<file path="src/rtl/mine_pkg.sv">
// Shared types and width helpers for the mine placement generator.
package mine_pkg;

  typedef enum logic [1:0] {
    IDLE  = 2'd0,
    GEN   = 2'd1,
    PROBE = 2'd2,
    DONE  = 2'd3
  } state_e;

  localparam int DEF_ROWS = 5;
  localparam int DEF_COLS = 5;

  // Never return a zero width, so a degenerate 1-cell board still elaborates.
  function automatic int idx_w(input int n);
    return (n > 1) ? $clog2(n) : 1;
  endfunction

  function automatic int cnt_w(input int n);
    return $clog2(n + 1);
  endfunction

endpackage

</file>
<file path="src/rtl/mine_lcg_step.sv">
// One combinational LCG step: y = (a*x + c) mod N, evaluated at full product width.
module mine_lcg_step
  import mine_pkg::*;
#(
  parameter int N     = DEF_ROWS * DEF_COLS,
  parameter int IDX_W = idx_w(N)
) (
  input  logic [IDX_W-1:0] a_i,
  input  logic [IDX_W-1:0] x_i,
  input  logic [IDX_W-1:0] c_i,
  output logic [IDX_W-1:0] y_o
);

  localparam int PW = 2 * IDX_W + 1;
  localparam logic [PW-1:0] MODULUS = PW'(N);

  logic [PW-1:0] sum;

  // a and x may both exceed N, so the product must not be truncated before the modulo.
  assign sum = (PW'(a_i) * PW'(x_i)) + PW'(c_i);
  assign y_o = IDX_W'(sum % MODULUS);

endmodule

</file>
<file path="src/rtl/mine_placer.sv">
// Places exactly n_mines distinct mines on a ROWS x COLS board using an LCG
// candidate sequence with linear probing around collisions and the safe cell.
module mine_placer
  import mine_pkg::*;
#(
  parameter  int ROWS  = DEF_ROWS,
  parameter  int COLS  = DEF_COLS,
  localparam int N     = ROWS * COLS,
  localparam int IDX_W = idx_w(N),
  localparam int CNT_W = cnt_w(N)
) (
  input  logic             clka,
  input  logic             restart_n,
  input  logic             start,
  input  logic [IDX_W-1:0] mult,
  input  logic [IDX_W-1:0] incr,
  input  logic [IDX_W-1:0] seed,
  input  logic             safe_en,
  input  logic [IDX_W-1:0] safe_idx,
  input  logic [CNT_W-1:0] n_mines,
  output logic             busy,
  output logic             place_done,
  output logic             err_cfg,
  output logic [N-1:0]     mines,
  output logic [CNT_W-1:0] mine_cnt,
  output logic [IDX_W-1:0] cur_index
);

  localparam logic [IDX_W:0]   N_EXT    = (IDX_W + 1)'(N);
  localparam logic [CNT_W:0]   N_CNT    = (CNT_W + 1)'(N);
  localparam logic [IDX_W-1:0] LAST_IDX = IDX_W'(N - 1);

  state_e           state_q, state_d;
  logic [N-1:0]     mines_q, mines_d;
  logic [CNT_W-1:0] mineCnt_q, mineCnt_d;
  logic [IDX_W-1:0] curIdx_q, curIdx_d;
  logic [IDX_W-1:0] mult_q, mult_d;
  logic [IDX_W-1:0] incr_q, incr_d;
  logic             safeEn_q, safeEn_d;
  logic [IDX_W-1:0] safeIdx_q, safeIdx_d;
  logic [CNT_W-1:0] nMines_q, nMines_d;
  logic             busy_q, busy_d;
  logic             done_q, done_d;
  logic             err_q, err_d;

  logic [IDX_W-1:0] lcgNext;
  logic [IDX_W-1:0] probeNext;
  logic [IDX_W-1:0] seedModN;
  logic [CNT_W:0]   maxMines;
  logic             cfgLegal;
  logic             blocked;
  logic [CNT_W-1:0] cntInc;

  mine_lcg_step #(
    .N     (N),
    .IDX_W (IDX_W)
  ) u_lcg (
    .a_i (mult_q),
    .x_i (curIdx_q),
    .c_i (incr_q),
    .y_o (lcgNext)
  );

  // The safe cell removes one free slot, so it lowers the legal mine ceiling.
  assign maxMines  = N_CNT - {{CNT_W{1'b0}}, safe_en};
  assign cfgLegal  = ({1'b0, n_mines} <= maxMines) &&
                     !(safe_en && ({1'b0, safe_idx} >= N_EXT));
  assign seedModN  = IDX_W'({1'b0, seed} % N_EXT);
  assign probeNext = (curIdx_q == LAST_IDX) ? '0 : curIdx_q + IDX_W'(1);
  assign blocked   = mines_q[curIdx_q] || (safeEn_q && (curIdx_q == safeIdx_q));
  assign cntInc    = mineCnt_q + CNT_W'(1);

  always_comb begin
    state_d   = state_q;
    mines_d   = mines_q;
    mineCnt_d = mineCnt_q;
    curIdx_d  = curIdx_q;
    mult_d    = mult_q;
    incr_d    = incr_q;
    safeEn_d  = safeEn_q;
    safeIdx_d = safeIdx_q;
    nMines_d  = nMines_q;
    err_d     = 1'b0;

    unique case (state_q)
      IDLE: begin
        if (start) begin
          if (cfgLegal) begin
            mult_d    = mult;
            incr_d    = incr;
            safeEn_d  = safe_en;
            safeIdx_d = safe_idx;
            nMines_d  = n_mines;
            mines_d   = '0;
            mineCnt_d = '0;
            curIdx_d  = seedModN;
            state_d   = (n_mines == '0) ? DONE : GEN;
          end else begin
            err_d = 1'b1;
          end
        end
      end
      GEN: begin
        curIdx_d = lcgNext;
        state_d  = PROBE;
      end
      PROBE: begin
        if (blocked) begin
          curIdx_d = probeNext;
        end else begin
          mines_d[curIdx_q] = 1'b1;
          mineCnt_d         = cntInc;
          state_d           = (cntInc == nMines_q) ? DONE : GEN;
        end
      end
      DONE: begin
        state_d = IDLE;
      end
      default: begin
        state_d = IDLE;
      end
    endcase

    // Status flags are registered from the next state so they line up with it.
    busy_d = (state_d == GEN) || (state_d == PROBE);
    done_d = (state_d == DONE);
  end

  always_ff @(posedge clka or negedge restart_n) begin
    if (!restart_n) begin
      state_q   <= IDLE;
      mines_q   <= '0;
      mineCnt_q <= '0;
      curIdx_q  <= '0;
      mult_q    <= '0;
      incr_q    <= '0;
      safeEn_q  <= 1'b0;
      safeIdx_q <= '0;
      nMines_q  <= '0;
      busy_q    <= 1'b0;
      done_q    <= 1'b0;
      err_q     <= 1'b0;
    end else begin
      state_q   <= state_d;
      mines_q   <= mines_d;
      mineCnt_q <= mineCnt_d;
      curIdx_q  <= curIdx_d;
      mult_q    <= mult_d;
      incr_q    <= incr_d;
      safeEn_q  <= safeEn_d;
      safeIdx_q <= safeIdx_d;
      nMines_q  <= nMines_d;
      busy_q    <= busy_d;
      done_q    <= done_d;
      err_q     <= err_d;
    end
  end

  assign busy       = busy_q;
  assign place_done = done_q;
  assign err_cfg    = err_q;
  assign mines      = mines_q;
  assign mine_cnt   = mineCnt_q;
  assign cur_index  = curIdx_q;

endmodule

</file>
<file path="config.mk">
export PLATFORM = sky130hd
export DESIGN_NAME = mine_placer
export DESIGN_NICKNAME = d
export VERILOG_FILES = /design/src/rtl/mine_pkg.sv /design/src/rtl/mine_lcg_step.sv /design/src/rtl/mine_placer.sv
export SDC_FILE = /design/constraint.sdc
export NUM_CORES = 1
export LEC_CHECK = 0
export CAP_MARGIN = 15
export CORE_MARGIN = 2
export CORE_UTILIZATION = 35
export DETAILED_ROUTE_END_ITERATION = 7
export SYNTH_ARGS = -nofsm -noshare
export SYNTH_HDL_FRONTEND = slang
export SYNTH_SLANG_ARGS = --single-unit
</file>
<file path="constraint.sdc">
create_clock -name clka -period 7.8 [get_ports clka]
set_input_delay 1.56 -clock clka [delete_from_list [all_inputs] [get_ports clka]]
set_output_delay 1.56 -clock clka [all_outputs]
set_load 0.1 [all_outputs]
</file>
==> metrics.txt <==
die width 130 um; Worst Setup End Kind flip-flop; DRT antenna net count 0; Layout Cells excl Fill 940; initial antenna violation count 0; DRT iter0 DRCs around 270; Post-DP HPWL 11,200 um; Data required, critical path 8.05 ns; top cell type by total area after synthesis dfrtp_1; Clock Latency Late Sink 0.33 ns; Critical path buffers and inverters 2; Tcrit/Tclk final 99.8%; gr ovfl total 0; CTS tree done; Post-Route Skew about 0.0071 ns; CP max stage cell fa_2; # IOs 67; unrepaired setup endpoints after global routing true; Top Family by Delay on Critical Path compound AO/OA/AOI/OAI gates; drt via density 5.45; first-pass GRT wire length ~24,000 um; final RePlAce weighted congestion 0.885; CP arrival 8.04 ns; # clock sinks 61; NumNets Final around 800; Max stage delay on crit path 0.54 ns; Post-synth EDFFs 0; DRT Wirelength 15,600 um; clock buffer depth 2; Vert. Die Dim 130 um; worst slew pin tran 0.993 ns; Synth Cell Area about 0.0056 mm2; Setup violations, final 0; slew margin rel. 33.6%; sequential element share of the synthesized area 27.4%; port bufs 66; Final Hold Viols 0; number of placement rows 46; initial core utilization 35.4%; Yosys warning count 0; Net Count, Synth 692; vias in the first global route just under 5,000; most common cell after layout, fill and taps aside clkdlybuf4s50_1; async set-reset flop share out of synthesis 100%; residual DRC count 0; Hold WC Path Type reg2reg; ANT cells 0; wire length per cell 16.6 um; placed insts 903; Final min period 7.79 ns; drt first pass iters 5; type of origin of the critical path flip-flop; vias 5,125; clock-pin transition on the worst setup and hold timing paths 0.05 ns; fmax 128 MHz; Yosys top cell area share 27.4%; Synth Area per Inst approximately 9.0 um2; max_cap viols 0; die area roughly 0.017 mm2; top_reg_cell synth dfrtp_1; Core Area 0.0157 mm2; Area Growth Syn to Fin 35.8%; Slew Viols, Final 0; Synth area leaders dfrtp_1 (27%), ha_1 (7.2%), fa_1 (5.0%); Yosys reg bits 61; root buffer cell clkbuf_16; # H-tree levels 3; post-synthesis cell type count 94; largest net degree at the start of global routing 62; commonest cells after routing, fill and taps aside clkdlybuf4s50_1 (65), nor2_1 (61), dfrtp_1 (54); crit path max fanout 7; share of cells above drive strength 1 26.9%; Crit Path Class reg2reg; all-layer global routing usage 17.5%; Num CTS Buffers 9; outcome finished clean; cell count after synthesis slightly above 600
==> registers in the layout, summed over array words and instances, names as in the netlist <==
name,flops
busy,1
cur_index,5
err_cfg,1
incr_q,5
mine_cnt,5
mines,25
mult_q,5
nMines_q,5
place_done,1
safeEn_q,1
safeIdx_q,5
state_q,2
==> metrics by stage <==
step           hold WS [ns]  area, um2  setup slack, ns  util [%]  TNS [ns]
3_5_place_dp          0.505       6790           0.0482      43.2         0
3_3_place_gp          0.503       6790            0.104      43.2         0
4_1_cts               0.520       7140           0.0206      45.4         0
5_1_grt               0.540       7550           -0.245      48.1    -0.941
6_report              0.514       7550           0.0121      48.1         0
2_1_floorplan         0.481       5810           0.0252         -         0
==> cell families (layout without fill, tap and decap cells) <==
logic type | Yosys count | count (layout) | synth area share, %
xor+xnor | 20 | 20 | 3.28
mux | 39 | 39 | 9.04
flops | 61 | 61 | 27.4
fa+ha+maj | 46 | 46 | 12.2
compound gates | 176 | 176 | 23.5
simple gates | 214 | 214 | 19.7
buf+inv | 61 | 168 | 4.72
==> metal layers <==
| metal | vias up | part of all wire (%) | global-route usage, % |
|---|---|---|---|
| met5 | - | 0 | 0 |
| met4 | 0 | 1.3 | 4.11 |
| met3 | 20 | 3.9 | 3.57 |
| met2 | 108 | 50 | 29.2 |
| met1 | 2553 | 45 | 23.5 |
| li1 | 2444 | - | - |
==> layout make-up <==
| class | count | area (um2) |
|---|---|---|
| Fill cell | 1433 | 8160 |
| Multi-Input combinational cell | 495 | 4200 |
| Sequential cell | 61 | 1550 |
| Timing Repair Buffer | 118 | 1070 |
| Tap cell | 216 | 270 |
| Clock buffer | 12 | 246 |
| Inverter | 34 | 128 |
| Clock inverter | 4 | 95.1 |
==> synthesized netlist by cell type (all sizes together), types with 11 or more instances <==
| cell type | instances |
|---|---|
| mux2 | 24 |
| nand2 | 47 |
| o21ai | 26 |
| nor3 | 14 |
| a211oi | 11 |
| nand3 | 12 |
| fa | 14 |
| ha | 32 |
| dfrtp | 61 |
| clkbuf | 18 |
| nor2 | 61 |
| inv | 34 |
| and3 | 12 |
| a21oi | 50 |
| xor2 | 13 |
| and2 | 26 |
==> worst paths after layout <==
kind / from / end / slack [ns] / cells past startpoint
setup / recovery: cur_index[2] / cur_index[1] / 0.01 / 28
hold / removal: mines[10] / mines[10] / 0.51 / 2
setup reg to reg: cur_index[2] / cur_index[1] / 0.01 / 28
hold reg to reg: mines[10] / mines[10] / 0.51 / 2
max in group asynchronous: restart_n / cur_index[4] / 5.82 / 2
min in group asynchronous: restart_n / nMines_q[1] / 1.37 / 2
==> what timing repair did <==
item / CTS / global route
setup buffers: 0 / 21
resized for setup: 0 / 50
hold buffers: 0 / 0
setup endpoints to repair: 0 / 5
==> worst register-to-register path: cells and delay by family (launching register included) <==
| family | cells | cell delay, ns |
|---|---|---|
| AO/OA/AOI/OAI | 11 | 2.58 |
| adder cells (fa/ha/maj) | 5 | 1.90 |
| buffers and inverters | 2 | 0.08 |
| flip-flops | 1 | 0.51 |
| multiplexers | 1 | 0.31 |
| AND/OR/NAND/NOR | 9 | 2.33 |
Power is left out: the tool's default activity adds up to more than one toggle a clock period on the data nets, which glitch-free logic cannot reach.
